--- config.mk ---
export PLATFORM = sky130hd
export DESIGN_NAME = dmem_bridge
export DESIGN_NICKNAME = d
export VERILOG_FILES = /design/src/rtl/dmem_bridge.sv
export SDC_FILE = /design/constraint.sdc
export NUM_CORES = 1
export LEC_CHECK = 0
export ABC_AREA = 0
export BUFFER_PORTS_ARGS = -buffer_cell sky130_fd_sc_hd__buf_2
export CAP_MARGIN = 20
export CORE_MARGIN = 5
export CORE_UTILIZATION = 40
export DETAILED_ROUTE_END_ITERATION = 16
export HOLD_SLACK_MARGIN = 0.05
export PLACE_DENSITY = 0.83
export SYNTH_ARGS = -nofsm -noshare
export SYNTH_HDL_FRONTEND = slang
export SYNTH_SLANG_ARGS = --single-unit
--- constraint.sdc ---
create_clock -name clk -period 2 [get_ports clk]
set_input_delay 0.2 -clock clk [delete_from_list [all_inputs] [get_ports clk]]
set_output_delay 0.2 -clock clk [all_outputs]
set_load 0.01 [all_outputs]
--- src/rtl/dmem_bridge.sv ---
// MEM-stage bridge from the load/store byte selector to an SRAM-like req/addr_ok/data_ok data port.
// Define DMEM_ADDR_CHECK_EN to trap misaligned half/word accesses instead of issuing them.
module dmem_bridge #(
    parameter int ADDR_W = 32,
    parameter int DATA_W = 32
) (
    input  logic                clk,
    input  logic                rst,
    input  logic                mem_en,
    input  logic                mem_wen,
    input  logic [DATA_W/8-1:0] sel,
    input  logic [1:0]          size,
    input  logic [ADDR_W-1:0]   addr,
    input  logic [DATA_W-1:0]   wdata,
    input  logic                ext_stall,
    input  logic                flush,
    output logic                stall_mem,
    output logic [DATA_W-1:0]   rdata_out,
    output logic                data_req,
    output logic                data_wr,
    output logic [1:0]          data_size,
    output logic [ADDR_W-1:0]   data_addr,
    output logic [DATA_W/8-1:0] data_wstrb,
    output logic [DATA_W-1:0]   data_wdata,
    input  logic                data_addr_ok,
    input  logic                data_data_ok,
    input  logic [DATA_W-1:0]   data_rdata,
    output logic                addr_err_load,
    output logic                addr_err_store
);

    typedef enum logic [1:0] {S_IDLE, S_REQ, S_WAIT, S_DONE} state_t;

    state_t state, state_nx;
    logic   cancel;
    logic   start;
    logic   capture;
    logic   stall_c;

`ifdef DMEM_ADDR_CHECK_EN
    logic bad_align;
    logic err_ld;
    logic err_st;

    always_comb begin
        bad_align = 1'b0;
        if (size == 2'b01)
            bad_align = addr[0];
        else if (size == 2'b10)
            bad_align = (addr[1:0] != 2'b00);
    end

    assign addr_err_load  = err_ld & ~rst;
    assign addr_err_store = err_st & ~rst;
`else
    assign addr_err_load  = 1'b0;
    assign addr_err_store = 1'b0;
`endif

    // Once flushed, the bridge only holds the pipeline for a new memory
    // instruction that must wait for the orphaned transaction to drain.
    always_comb begin
        state_nx = state;
        start    = 1'b0;
        capture  = 1'b0;
        stall_c  = 1'b0;
`ifdef DMEM_ADDR_CHECK_EN
        err_ld   = 1'b0;
        err_st   = 1'b0;
`endif
        case (state)
            S_IDLE: begin
                if (mem_en && !flush) begin
`ifdef DMEM_ADDR_CHECK_EN
                    if (bad_align) begin
                        err_ld = ~mem_wen;
                        err_st = mem_wen;
                    end else
`endif
                    begin
                        start    = 1'b1;
                        stall_c  = 1'b1;
                        state_nx = S_REQ;
                    end
                end
            end
            S_REQ: begin
                stall_c = !flush && (cancel ? mem_en : 1'b1);
                if (data_addr_ok)
                    state_nx = S_WAIT;
            end
            S_WAIT: begin
                stall_c = !flush && (cancel ? mem_en : 1'b1);
                if (data_data_ok) begin
                    if (cancel || flush) begin
                        state_nx = S_IDLE;
                    end else begin
                        state_nx = S_DONE;
                        capture  = ~data_wr;
                    end
                end
            end
            S_DONE: begin
                if (flush || !ext_stall)
                    state_nx = S_IDLE;
            end
            default: state_nx = S_IDLE;
        endcase
    end

    assign stall_mem = stall_c & ~rst;

    always_ff @(posedge clk) begin
        if (rst) begin
            state      <= S_IDLE;
            cancel     <= 1'b0;
            data_req   <= 1'b0;
            data_wr    <= 1'b0;
            data_size  <= '0;
            data_addr  <= '0;
            data_wstrb <= '0;
            data_wdata <= '0;
            rdata_out  <= '0;
        end else begin
            state <= state_nx;

            if (state_nx == S_IDLE)
                cancel <= 1'b0;
            else if (flush && (state == S_REQ || state == S_WAIT))
                cancel <= 1'b1;

            if (start) begin
                data_req   <= 1'b1;
                data_wr    <= mem_wen;
                data_size  <= size;
                data_addr  <= addr;
                data_wstrb <= mem_wen ? sel : '0;
                data_wdata <= wdata;
            end else if (state == S_REQ && data_addr_ok) begin
                data_req <= 1'b0;
            end

            if (capture)
                rdata_out <= data_rdata;
        end
    end

endmodule

==> flow_metrics.py <==
metrics = {
    "run_status": {
        "outcome": "complete, no violations",
    },
    "drt": {
        "ant_nets": 0,
        "drt_first_pass_iters": 6,
        "drcViolationCount": 0,
        "avgRoutedWirePerCell_um": 13.20,
        "drtIter0Drc": 253,
        "drt_wl_total_mm": 11.34,
        "viasPerCell": 4.641,
        "vias": 3987,
    },
    "synth": {
        "synth-xor-area-share_pct": 0,
        "synthCells": 487,
        "syn_avg_cell_area_um2": 7.998,
        "synth-adder-area-share_pct": 1.606,
        "synth_area_um2": 3895,
        "seq_area_frac_synth_pct": 55.00,
        "synth_largest_area_cell": "dfxtp_1",
        "synth.area.top_cells": "dfxtp_1 55%, nand2_1 20%, a21oi_1 13%",
        "yosysWarnings": 0,
        "synth_simple_gate_area_share_pct": 22.74,
        "synth_compound_area_share_pct": 15.26,
        "synth_top_family_by_area": "simple AND/OR/NAND/NOR gates",
        "yosys-mux-area-fraction_pct": 0,
        "synth_cell_types": 26,
        "netlist.area_leader.share_pct": 55.00,
        "synth_seq_cells": 107,
    },
    "power_and_ir_drop": {
        "p_per_area_nw_per_um2": 771.4,
        "ir_worst_vdd_uv": 420.4,
        "power_mw": 4.313,
        "p_leak_nw": 2.549,
    },
    "floorplan": {
        "start_util_pct": 40.41,
        "placementRows": 36,
        "die_area_um2": 11810,
        "ios": 217,
        "chipWidth_um": 108.7,
        "chipHeight_um": 108.7,
        "core_area_um2": 9639,
    },
    "critical_path": {
        "critPathKind": "flop to output port",
        "cp-startpoint": "state[0]",
        "cp_slowest_cell": "dfxtp_1",
        "start_kind": "flop",
        "critPathArrivalTime_ps": 1650,
        "cpPeakStageDelay_ps": 410,
        "endpoint_kind": "output port",
        "crit_required_ps": 1800,
        "crit_path_cell_trace": "inv_1, ha_1, and2_2, o221a_2, buf_2",
        "r2r-start": "state[0]",
        "critPathMaxFanout": 4,
    },
    "timing": {
        "period_share_pct": 92.68,
        "final-setup-viol-count": 0,
        "finalHoldViolations": 0,
        "slew_headroom_pct": 60.39,
        "final.hold.worst_slack_ps": 65.86,
        "drv_slew": 0,
        "max_freq_mhz": 539.5,
        "fin_ws_ps": 146.5,
        "layout_min_cycle_time_ps": 1854,
        "fin_skew_ps": 17.49,
        "rsz0062_at_grt": "no",
        "worst_slew_pin_slew_ps": 594.1,
        "tns_ps": 0,
    },
    "cts": {
        "clock_latency_ps": 360,
        "cts_inserted_buffers": 9,
        "htreeDepth": 3,
        "clock-sinks": 107,
        "cts_setup_buffers": 0,
        "cts-root-buf": "clkbuf_8",
        "cts-resized-gates": 0,
        "cts.path.max_buffers": 2,
        "ctsHoldBuffers": 12,
        "clkTransAtPathRegs_ps": 110,
        "cts_tree": "yes",
    },
    "worst_hold_path": {
        "hp-start": "data_rdata[29]",
        "hp-class": "input port to flop",
    },
    "final_layout": {
        "antenna_cells": 0,
        "fin_nets": 836,
        "layout_commonest_cell": "buf_2",
        "final_cell_mix": "213 x buf_2, 204 x nand2_1, 107 x dfxtp_1, 105 x a21oi_1, 37 x dlygate4sd3_1",
        "drive_above_1_share_pct": 33.20,
        "areaGrowthSynthToFinish_pct": 43.56,
        "fillers": 900,
    },
    "global_route": {
        "antenna_found_initial": 1,
        "grt_first_pass_wirelength_mm": 16.60,
        "track_usage_pct": 17.55,
        "grt_overflow": 0,
        "grt_max_degree": 52,
        "grt_pass1_vias": 3607,
    },
    "placement": {
        "gp_congestion": 0.7885,
        "port_buffers": 214,
        "dp_worst_setup_slack_ps": 250.6,
        "hpwl_mm": 7.610,
    },
    "run": {
        "drv_cap": 0,
    },
}
-- report_power, final --
part           switching (mW)  internal [mW]  total (mW)
Clock                   0.722          0.467        1.19
Sequential             0.0638           2.26        2.32
Combinational           0.443          0.361       0.803
Total                    1.23           3.08        4.31
-- through the flow --
stage / std cells / area (µm²) / util [%]
2_1_floorplan: 488 / 3899 / -
3_3_place_gp: 806 / 5052 / 52.41
3_5_place_dp: 806 / 5052 / 52.41
4_1_cts: 834 / 5341 / 55.41
5_1_grt: 859 / 5592 / 58.01
6_report: 859 / 5592 / 58.01
-- synthesized netlist by cell type --
library cell and count:
a21oi_1 105, and3b_1 1, buf_4 4, nand2_1 205
dfxtp_1 107, nor3_1 1, or2_2 1, and2b_1 1
nor2b_1 2, conb_1 1, buf_2 18, ha_1 5
o221a_2 1, nor2_1 4, nand3_1 4, nand4bb_4 1
nand3b_1 1, and2_1 1, a221oi_2 1, inv_1 3
buf_6 3, a2111o_1 1, a211oi_1 1, clkbuf_1 11
o31a_1 1, o21ai_0 3
-- layout make-up --
type,instances,area [µm²],area share (%)
clock inverter,4,33.78,0.6042
tap,133,166.4,2.976
multi-input combinational,342,1556,27.84
inverter,3,11.26,0.2014
sequential,107,2142,38.31
timing repair buffer,258,1546,27.66
clock buffer,12,135.1,2.417
-- registers in the layout (all words and copies together) (netlist names) --
signal	flops
rdata_out	32
data_wdata	32
cancel	1
state	2
data_size	2
data_req	1
data_wstrb	4
data_addr	32
data_wr	1
-- critical path: cells and delay by family, from the launching register on --
kind | cells | cell delay (ps)
flops | 1 | 410
simple gates | 1 | 210
fa+ha+maj | 1 | 220
buf+inv | 2 | 240
compound gates | 1 | 220
-- routing by layer --
layer	part of all wire, %	routed length, µm	global-route usage (%)	vias to the layer above
li1	-	-	-	2029
met1	39	4399	20.12	1760
met2	49	5577	29.74	167
met3	9.5	1073	7.815	29
met4	2.4	277	4.779	2
met5	0.11	13	0	-
-- kinds of logic (layout without fill, tap and decap cells) --
group / after synthesis / after routing
adder cells (fa/ha/maj): 5 / 5
flip-flops: 107 / 107
AND/OR/NAND/NOR: 222 / 222
AO/OA/AOI/OAI: 113 / 113
buffers and inverters: 39 / 277
other: 1 / 2
-- path summary, 6_finish.rpt --
check / end / slack (ps) / cells after the start
worst max-delay path: stall_mem / 150 / 5
worst min register to register: data_wdata[30] / 450 / 2
worst min-delay path: rdata_out[29] / 70 / 3
worst max register to register: rdata_out[15] / 250 / 6
Note: power is estimated with default switching activity, not from simulation.
